### config.mk
export PLATFORM = sky130hd
export DESIGN_NAME = sprite_compositor_flat
export DESIGN_NICKNAME = d
export VERILOG_FILES = /design/src/rtl/display_pkg.sv /design/src/rtl/sprite_compositor_if.sv /design/src/rtl/sprite_hit_test.sv /design/src/rtl/sprite_compositor.sv /design/src/flat_wrapper.sv
export SDC_FILE = /design/constraint.sdc
export NUM_CORES = 1
export LEC_CHECK = 0
export ABC_AREA = 1
export CAP_MARGIN = 15
export CORE_ASPECT_RATIO = 0.5
export CORE_UTILIZATION = 59
export CTS_CLUSTER_DIAMETER = 30
export DETAILED_ROUTE_END_ITERATION = 8
export PLACE_DENSITY = 0.87
export REMOVE_ABC_BUFFERS = 1
export SYNTH_ARGS = -nofsm -noshare
export SYNTH_HDL_FRONTEND = slang
export SYNTH_HIERARCHICAL = 1
export SYNTH_SLANG_ARGS = --single-unit
### constraint.sdc
create_clock -name clk -period 5.97 [get_ports clk]
set_clock_uncertainty 0.2 [all_clocks]
set_input_delay 1.194 -clock clk [delete_from_list [all_inputs] [get_ports clk]]
set_output_delay 1.194 -clock clk [all_outputs]
set_load 0.02 [all_outputs]
### src/rtl/display_pkg.sv
// display_pkg -- shared display constants for the sprite compositor slice.
// Holds the RGB444 colour constants, the default sprite dimensions, the
// blockType encodings, and a helper that maps a blockType to its background
// colour.
package display_pkg;

  localparam logic [11:0] BLACK   = 12'h000;
  localparam logic [11:0] BG_RED  = 12'hF00;
  localparam logic [11:0] BG_BLUE = 12'h00F;
  localparam logic [11:0] GREEN   = 12'h0F0;

  localparam int DEFAULT_SPRITE_W = 32;
  localparam int DEFAULT_SPRITE_H = 32;

  localparam logic [2:0] BLOCK_RED  = 3'd0;
  localparam logic [2:0] BLOCK_BLUE = 3'd1;

  // Every encoding other than red/blue renders as green.
  function automatic logic [11:0] backgroundColor(input logic [2:0] blockType);
    case (blockType)
      BLOCK_RED:  backgroundColor = BG_RED;
      BLOCK_BLUE: backgroundColor = BG_BLUE;
      default:    backgroundColor = GREEN;
    endcase
  endfunction

endpackage

### src/rtl/sprite_compositor_if.sv
// sprite_compositor_if -- pixel/configuration bus of the sprite compositor.
// Signals:
//   frameStart  one-cycle frame start pulse
//   bright      visible-area flag
//   hCount      current column, vCount current row
//   spritePos   per sprite {X,Y}, sprite i at [i*2*COORD_W +: 2*COORD_W]
//   spriteEn    per-sprite enable
//   spriteColor per-sprite RGB444 colour
//   blockType   background tile type of the current pixel
//   rgb         registered pixel colour (returned)
//   overlapMask per-sprite overlap flags of the previous frame (returned)
// Modports: master drives the pixel stream, slave is the compositor.
interface sprite_compositor_if #(
  parameter int NUM_SPRITES = 4,
  parameter int COORD_W     = 10
);
  logic                             frameStart;
  logic                             bright;
  logic [COORD_W-1:0]               hCount;
  logic [COORD_W-1:0]               vCount;
  logic [NUM_SPRITES*2*COORD_W-1:0] spritePos;
  logic [NUM_SPRITES-1:0]           spriteEn;
  logic [NUM_SPRITES*12-1:0]        spriteColor;
  logic [2:0]                       blockType;
  logic [11:0]                      rgb;
  logic [NUM_SPRITES-1:0]           overlapMask;

  modport master (
    output frameStart, bright, hCount, vCount, spritePos, spriteEn,
           spriteColor, blockType,
    input  rgb, overlapMask
  );

  modport slave (
    input  frameStart, bright, hCount, vCount, spritePos, spriteEn,
           spriteColor, blockType,
    output rgb, overlapMask
  );
endinterface

### src/rtl/sprite_hit_test.sv
// sprite_hit_test -- combinational coverage test for one sprite.
// Ports:
//   enable          shadow enable of the sprite
//   spriteX/Y       left edge / bottom edge of the sprite
//   hCount/vCount   pixel under test
//   hit             1 when the sprite covers the pixel
// All compares run one bit wider than the coordinates so a right edge past
// the last column stays off-screen instead of wrapping to column 0, and a
// bottom edge closer than SPRITE_H-1 to row 0 clamps the top edge at 0.
module sprite_hit_test
  import display_pkg::*;
#(
  parameter int SPRITE_W = DEFAULT_SPRITE_W,
  parameter int SPRITE_H = DEFAULT_SPRITE_H,
  parameter int COORD_W  = 10
) (
  input  logic               enable,
  input  logic [COORD_W-1:0] spriteX,
  input  logic [COORD_W-1:0] spriteY,
  input  logic [COORD_W-1:0] hCount,
  input  logic [COORD_W-1:0] vCount,
  output logic               hit
);

  localparam logic [COORD_W:0] WIDTH_M1  = (COORD_W+1)'(SPRITE_W - 1);
  localparam logic [COORD_W:0] HEIGHT_M1 = (COORD_W+1)'(SPRITE_H - 1);

  logic [COORD_W:0] xLeft, xRight, yBottom, yTop, hExt, vExt;

  assign xLeft   = {1'b0, spriteX};
  assign yBottom = {1'b0, spriteY};
  assign hExt    = {1'b0, hCount};
  assign vExt    = {1'b0, vCount};
  assign xRight  = xLeft + WIDTH_M1;
  assign yTop    = (yBottom >= HEIGHT_M1) ? (yBottom - HEIGHT_M1) : '0;

  assign hit = enable && (hExt >= xLeft) && (hExt <= xRight) &&
               (vExt >= yTop) && (vExt <= yBottom);

endmodule

### src/rtl/sprite_compositor.sv
// sprite_compositor -- overlays up to NUM_SPRITES rectangular sprites on a
// tile background and produces a registered RGB444 pixel.
// Ports:
//   clk    pixel clock, all state on its rising edge
//   reset  synchronous active-high reset
//   bus    sprite_compositor_if.slave (pixel stream in, rgb/overlapMask out)
// Sprite configuration is captured into shadow registers on frameStart so a
// frame is always drawn with one consistent set of positions/colours; the
// pixel on the frameStart cycle itself still uses the previous shadow set.
// Build option: define COMPOSITOR_OVERLAP_EN to compile in overlap
// detection. Without it overlapMask is tied to 0 and no accumulator exists.
module sprite_compositor
  import display_pkg::*;
#(
  parameter int NUM_SPRITES = 4,
  parameter int SPRITE_W    = DEFAULT_SPRITE_W,
  parameter int SPRITE_H    = DEFAULT_SPRITE_H,
  parameter int COORD_W     = 10
) (
  input  logic                clk,
  input  logic                reset,
  sprite_compositor_if.slave  bus
);

  localparam int POS_W = 2 * COORD_W;

  logic [NUM_SPRITES*POS_W-1:0] shPos;
  logic [NUM_SPRITES-1:0]       shEn;
  logic [NUM_SPRITES*12-1:0]    shColor;
  logic [NUM_SPRITES-1:0]       hit;
  logic [11:0]                  pixelColor;

  always_ff @(posedge clk) begin
    if (reset) begin
      shPos   <= '0;
      shEn    <= '0;
      shColor <= '0;
    end else if (bus.frameStart) begin
      shPos   <= bus.spritePos;
      shEn    <= bus.spriteEn;
      shColor <= bus.spriteColor;
    end
  end

  for (genvar i = 0; i < NUM_SPRITES; i++) begin : gHit
    sprite_hit_test #(
      .SPRITE_W (SPRITE_W),
      .SPRITE_H (SPRITE_H),
      .COORD_W  (COORD_W)
    ) uHit (
      .enable  (shEn[i]),
      .spriteX (shPos[i*POS_W+COORD_W +: COORD_W]),
      .spriteY (shPos[i*POS_W +: COORD_W]),
      .hCount  (bus.hCount),
      .vCount  (bus.vCount),
      .hit     (hit[i])
    );
  end

  // Scan from the highest index down so the lowest covering sprite wins.
  always_comb begin
    pixelColor = BLACK;
    if (bus.bright) begin
      pixelColor = backgroundColor(bus.blockType);
      for (int i = NUM_SPRITES - 1; i >= 0; i--) begin
        if (hit[i]) pixelColor = shColor[i*12 +: 12];
      end
    end
  end

  always_ff @(posedge clk) begin
    if (reset) bus.rgb <= BLACK;
    else       bus.rgb <= pixelColor;
  end

`ifdef COMPOSITOR_OVERLAP_EN
  logic [NUM_SPRITES-1:0] overlapAcc;
  logic [NUM_SPRITES-1:0] overlapNow;

  assign overlapNow = (bus.bright && ($countones(hit) >= 2)) ? hit : '0;

  // The frameStart pixel still belongs to the ending frame, so its own
  // contribution is folded into the published mask.
  always_ff @(posedge clk) begin
    if (reset) begin
      overlapAcc      <= '0;
      bus.overlapMask <= '0;
    end else if (bus.frameStart) begin
      bus.overlapMask <= overlapAcc | overlapNow;
      overlapAcc      <= '0;
    end else begin
      overlapAcc      <= overlapAcc | overlapNow;
    end
  end
`else
  assign bus.overlapMask = '0;
`endif

endmodule

### src/flat_wrapper.sv
// flat-port wrapper written by rule: the top's interface ports become plain ports
module sprite_compositor_flat import display_pkg::*;
#(
  parameter int NUM_SPRITES = 4,
  parameter int SPRITE_W    = DEFAULT_SPRITE_W,
  parameter int SPRITE_H    = DEFAULT_SPRITE_H,
  parameter int COORD_W     = 10
)
  (clk, reset, bus_frameStart, bus_bright, bus_hCount, bus_vCount, bus_spritePos, bus_spriteEn, bus_spriteColor, bus_blockType, bus_rgb, bus_overlapMask);
  sprite_compositor_if #(.NUM_SPRITES(NUM_SPRITES), .COORD_W(COORD_W)) bus_i ();
  input  logic clk;
  input  logic reset;
  input wire logic [$bits(bus_i.frameStart)-1:0] bus_frameStart;
  input wire logic [$bits(bus_i.bright)-1:0] bus_bright;
  input wire logic [$bits(bus_i.hCount)-1:0] bus_hCount;
  input wire logic [$bits(bus_i.vCount)-1:0] bus_vCount;
  input wire logic [$bits(bus_i.spritePos)-1:0] bus_spritePos;
  input wire logic [$bits(bus_i.spriteEn)-1:0] bus_spriteEn;
  input wire logic [$bits(bus_i.spriteColor)-1:0] bus_spriteColor;
  input wire logic [$bits(bus_i.blockType)-1:0] bus_blockType;
  output wire logic [$bits(bus_i.rgb)-1:0] bus_rgb;
  output wire logic [$bits(bus_i.overlapMask)-1:0] bus_overlapMask;
  assign bus_i.frameStart = bus_frameStart;
  assign bus_i.bright = bus_bright;
  assign bus_i.hCount = bus_hCount;
  assign bus_i.vCount = bus_vCount;
  assign bus_i.spritePos = bus_spritePos;
  assign bus_i.spriteEn = bus_spriteEn;
  assign bus_i.spriteColor = bus_spriteColor;
  assign bus_i.blockType = bus_blockType;
  assign bus_rgb = bus_i.rgb;
  assign bus_overlapMask = bus_i.overlapMask;
  sprite_compositor #(.NUM_SPRITES(NUM_SPRITES), .SPRITE_W(SPRITE_W), .SPRITE_H(SPRITE_H), .COORD_W(COORD_W)) u_core (.clk(clk), .reset(reset), .bus(bus_i));
endmodule
==> flow_summary.html <==
<table>
<tr><th>Metric</th><th>Value</th></tr>
<tr><th colspan="2">Clock network</th></tr>
<tr><td>Hold-fix buffers at CTS</td><td>0</td></tr>
<tr><td>Count of H-tree levels built during CTS</td><td>4</td></tr>
<tr><td>TritonCTS clock tree</td><td>done</td></tr>
<tr><td>Clock sink total</td><td>144</td></tr>
<tr><td>Number of buffers between clock root and the deepest sink</td><td>2</td></tr>
<tr><td>Latest clock arrival within the worst-skew pair</td><td>430 ps</td></tr>
<tr><td>Setup bufs post-CTS</td><td>0</td></tr>
<tr><td>Clock root buffer</td><td>sky130_fd_sc_hd__clkbuf_16</td></tr>
<tr><td>Post-CTS resize count</td><td>0</td></tr>
<tr><td>Reg clk slew, reported paths</td><td>70 ps</td></tr>
<tr><td>TritonCTS buffer count</td><td>17</td></tr>
<tr><th colspan="2">Critical path</th></tr>
<tr><td>Kind of start point of the critical path</td><td>input port</td></tr>
<tr><td>Critical path capture point type</td><td>flip-flop</td></tr>
<tr><td>Critical Path Fanout Max</td><td>13</td></tr>
<tr><td>Reg-to-reg slack, setup</td><td>2220 ps</td></tr>
<tr><td>Kind of critical path</td><td>in2reg</td></tr>
<tr><td>Number of cell instances on the worst register-to-register path</td><td>25</td></tr>
<tr><td>Capture point of the worst reg-to-reg path</td><td>u_core/bus.rgb[7]</td></tr>
<tr><td>Worst EP arrival</td><td>4010 ps</td></tr>
<tr><td>Worst EP required</td><td>6080 ps</td></tr>
<tr><td>Beginning of the worst register-to-register path</td><td>u_core/shPos[60]</td></tr>
<tr><th colspan="2">Finish</th></tr>
<tr><td>Area of combinational cells with multiple inputs</td><td>7080 sq um</td></tr>
<tr><td>Number of antenna repair diodes</td><td>0</td></tr>
<tr><td>Leading cell type in the layout, fill and taps excluded</td><td>sky130_fd_sc_hd__nand2_1</td></tr>
<tr><td>Filler cell count in the final layout</td><td>1402</td></tr>
<tr><td>Storage element area</td><td>2880 sq um</td></tr>
<tr><td># nets final</td><td>2092</td></tr>
<tr><td>Area growth syn-to-layout</td><td>21.8%</td></tr>
<tr><td>Commonest cells after routing, fill and taps aside</td><td>sky130_fd_sc_hd__nand2_1 (498), sky130_fd_sc_hd__a21oi_1 (232), sky130_fd_sc_hd__clkdlybuf4s50_1 (168), sky130_fd_sc_hd__ha_1 (168), sky130_fd_sc_hd__inv_1 (145)</td></tr>
<tr><td>Fraction of final layout cells sized beyond drive strength 1</td><td>5.35%</td></tr>
<tr><th colspan="2">STA</th></tr>
<tr><td>Number of pins exceeding their max-slew limit in the final report</td><td>0</td></tr>
<tr><td>Number of endpoints failing setup at the final stage</td><td>0</td></tr>
<tr><td>Fmax</td><td>256 MHz</td></tr>
<tr><td>Worst Slack Setup Final</td><td>2070 ps</td></tr>
<tr><td>Setup tns final</td><td>0 ps</td></tr>
<tr><td>Count of endpoints failing hold in the final timing report</td><td>0</td></tr>
<tr><td>Minimum clock period after layout</td><td>3900 ps</td></tr>
<tr><td>Worst relative slew slack</td><td>27.0%</td></tr>
<tr><td>Worst-margin pin slew</td><td>1090 ps</td></tr>
<tr><td>Final clock period utilization by the worst path</td><td>65.3%</td></tr>
<tr><td>RSZ-0062 raised after global routing</td><td>false</td></tr>
<tr><th colspan="2">Place</th></tr>
<tr><td>Port Buf Inserts</td><td>170</td></tr>
<tr><td>Weighted congestion reported at the end of routability-driven placement</td><td>0.939</td></tr>
<tr><td>Post-Place Setup Slack</td><td>1700 ps</td></tr>
<tr><td>Half-perimeter wire length after placement</td><td>22.0 mm</td></tr>
<tr><th colspan="2">Global route</th></tr>
<tr><td>Overall overflow remaining after global route</td><td>0</td></tr>
<tr><td>GRT met3 Usage</td><td>4.66%</td></tr>
<tr><td>Number of antenna violations at the first check in global routing</td><td>0</td></tr>
<tr><td>GR Layer Usage met2</td><td>53.7%</td></tr>
<tr><td>GRT met1 Usage</td><td>40.5%</td></tr>
<tr><td>Number of global-route vias before repair</td><td>10400</td></tr>
<tr><td>Busiest layer in global routing</td><td>met2</td></tr>
<tr><td>Pin count of the biggest net entering global routing</td><td>102</td></tr>
<tr><td>Wire length of the first global-routing pass</td><td>48.7 mm</td></tr>
<tr><td>Overall Global Routing Usage</td><td>31.2%</td></tr>
<tr><th colspan="2">Drt</th></tr>
<tr><td>Via Count</td><td>11100</td></tr>
<tr><td>Number of vias per cell</td><td>5.52</td></tr>
<tr><td>First drt pass iteration count</td><td>5</td></tr>
<tr><td>Residual antenna-violating net count after detailed routing</td><td>0</td></tr>
<tr><td>Starting DRC count in detailed routing</td><td>755</td></tr>
<tr><td>Average wire per standard cell</td><td>14.7 um</td></tr>
<tr><td>Total wire length</td><td>29.6 mm</td></tr>
<tr><td>Number of design rule violations left after detail routing</td><td>0</td></tr>
<tr><th colspan="2">Power and ir drop</th></tr>
<tr><td>P per Cell Area</td><td>217 nW/um^2</td></tr>
<tr><td>Pleak</td><td>5.95 nW</td></tr>
<tr><td>Worst vdd ir</td><td>0.205 mV</td></tr>
<tr><th colspan="2">Floorplanning</th></tr>
<tr><td>Initial Utilization</td><td>61.5%</td></tr>
<tr><td># IOs</td><td>175</td></tr>
<tr><td>Core outline area</td><td>17700 sq um</td></tr>
<tr><td>Vert. Die Dim</td><td>98.0 um</td></tr>
<tr><td>Total Die Area</td><td>19000 sq um</td></tr>
<tr><td>Site Rows</td><td>34</td></tr>
<tr><td>Die Width</td><td>194 um</td></tr>
<tr><th colspan="2">Synthesis</th></tr>
<tr><td>Sequential area share after synthesis</td><td>26.5%</td></tr>
<tr><td>Number of warnings printed during yosys synthesis</td><td>6</td></tr>
<tr><td>Post-synthesis sequential element count</td><td>144</td></tr>
<tr><td>Combined area of all synthesized cells</td><td>10900 sq um</td></tr>
<tr><td>Count of cell types in the netlist</td><td>32</td></tr>
<tr><td>Mapped Avg Cell Area</td><td>6.71 sq um</td></tr>
<tr><td>Instance count of the mapped netlist</td><td>1621</td></tr>
<tr><th colspan="2">Min path</th></tr>
<tr><td>Hold Path Origin</td><td>u_core/shEn[0]</td></tr>
<tr><td>Worst Hold Path Cells</td><td>2</td></tr>
<tr><td>Class of the tightest hold or removal check</td><td>reg2reg</td></tr>
<tr><td>Sink of the worst hold path</td><td>u_core/shEn[0]</td></tr>
<tr><th colspan="2">Run</th></tr>
<tr><td>Max-cap violations</td><td>0</td></tr>
<tr><th colspan="2">Outcome</th></tr>
<tr><td>Run status</td><td>complete, no violations</td></tr>
</table>
## cell families (layout without fill, tap and decap cells)
family / count (synthesis) / in the layout / share of synthesized area, %
AND/OR/NAND/NOR: 738 / 738 / 28.2
AO/OA/AOI/OAI: 310 / 310 / 15.2
buffers and inverters: 232 / 385 / 8.51
adder cells (fa/ha/maj): 168 / 168 / 19.3
flip-flops: 144 / 144 / 26.5
XOR/XNOR: 28 / 28 / 2.25
other: 1 / 4 / 0.0345
## flip-flops by register name, summed over array words and instances, names as in the netlist
register / count
u_core/shColor: 48
u_core/bus.rgb: 12
u_core/shPos: 80
u_core/shEn: 4
## stage by stage
step | hold slack, ps | instances | utilization [%] | total power, mW | instance area [sq um]
floorplan | 232 | 1569 | - | 1.52 | 10600
global placement | 248 | 1980 | 71.6 | 1.78 | 12700
detailed placement | 252 | 1980 | 71.6 | 1.81 | 12700
CTS | 263 | 2011 | 74.9 | 2.87 | 13200
global route | 282 | 2011 | 74.9 | 3.03 | 13200
finish | 260 | 2011 | 74.9 | 2.87 | 13200
## layout make-up
type,instances,area share [%]
flip-flops and latches,144,21.8
multi-input cells,1248,53.5
clock buffers,17,3.21
clock inverters,14,1.11
well taps,234,2.21
repair buffers,177,13.2
inverters,177,5.03
## worst max path at each step
| stage | from | endpoint | slack (ps) | depth (start not counted) |
|---|---|---|---|---|
| floorplan | bus_vCount[5] | u_core/bus.rgb[10] | 2590 | 14 |
| global placement | bus_vCount[9] | u_core/bus.rgb[6] | 1790 | 15 |
| detailed placement | bus_vCount[9] | u_core/bus.rgb[7] | 1700 | 14 |
| CTS | bus_vCount[9] | u_core/bus.rgb[7] | 2150 | 14 |
| global route | bus_vCount[9] | u_core/bus.rgb[0] | 1910 | 13 |
| finish | bus_vCount[5] | u_core/bus.rgb[7] | 2070 | 17 |
## where the power goes
group	internal, mW	switching, mW
Combinational	0.329	0.422
Sequential	1.01	0.0459
Clock	0.588	0.473
## critical path, stage by stage
cell and delay [ps]:
sky130_fd_sc_hd__clkdlybuf4s50_1 780, sky130_fd_sc_hd__ha_1 350, sky130_fd_sc_hd__nand2_1 110, sky130_fd_sc_hd__inv_2 40
sky130_fd_sc_hd__nand2_1 50, sky130_fd_sc_hd__nand2_1 50, sky130_fd_sc_hd__nand2_1 60, sky130_fd_sc_hd__nand3_1 70
sky130_fd_sc_hd__a21oi_1 320, sky130_fd_sc_hd__nand2_1 90, sky130_fd_sc_hd__nor2_1 120, sky130_fd_sc_hd__buf_4 200
sky130_fd_sc_hd__inv_1 80, sky130_fd_sc_hd__o21ai_0 200, sky130_fd_sc_hd__nand2_1 120, sky130_fd_sc_hd__nand2_1 100
sky130_fd_sc_hd__a21oi_1 70
## synth_stat cells, drive strengths merged
cell type / n / area [sq um]
nand3b: 6 / 45.0
o211ai: 4 / 30.0
xnor2: 4 / 35.0
a21o: 5 / 37.5
inv: 174 / 653
conb: 1 / 3.75
a21oi: 232 / 1160
nor3: 9 / 45.0
o21bai: 4 / 30.0
and3: 4 / 25.0
nand3: 67 / 350
nand4: 22 / 138
o21a: 14 / 105
nand2: 506 / 1940
nor4: 1 / 6.26
buf: 34 / 183
dfxtp: 144 / 2880
ha: 168 / 2100
o21ai: 39 / 195
nor2: 123 / 524
xor2: 24 / 210
clkinv: 3 / 11.3
clkbuf: 21 / 78.8
a211oi: 12 / 90.1
## layer usage
metal  wire, um  vias up
met5          0        -
met4        419        0
met3       1850       40
met2      14000      408
met1      13400     5058
li1           -     5597
Power figures use the tool's default switching activity.
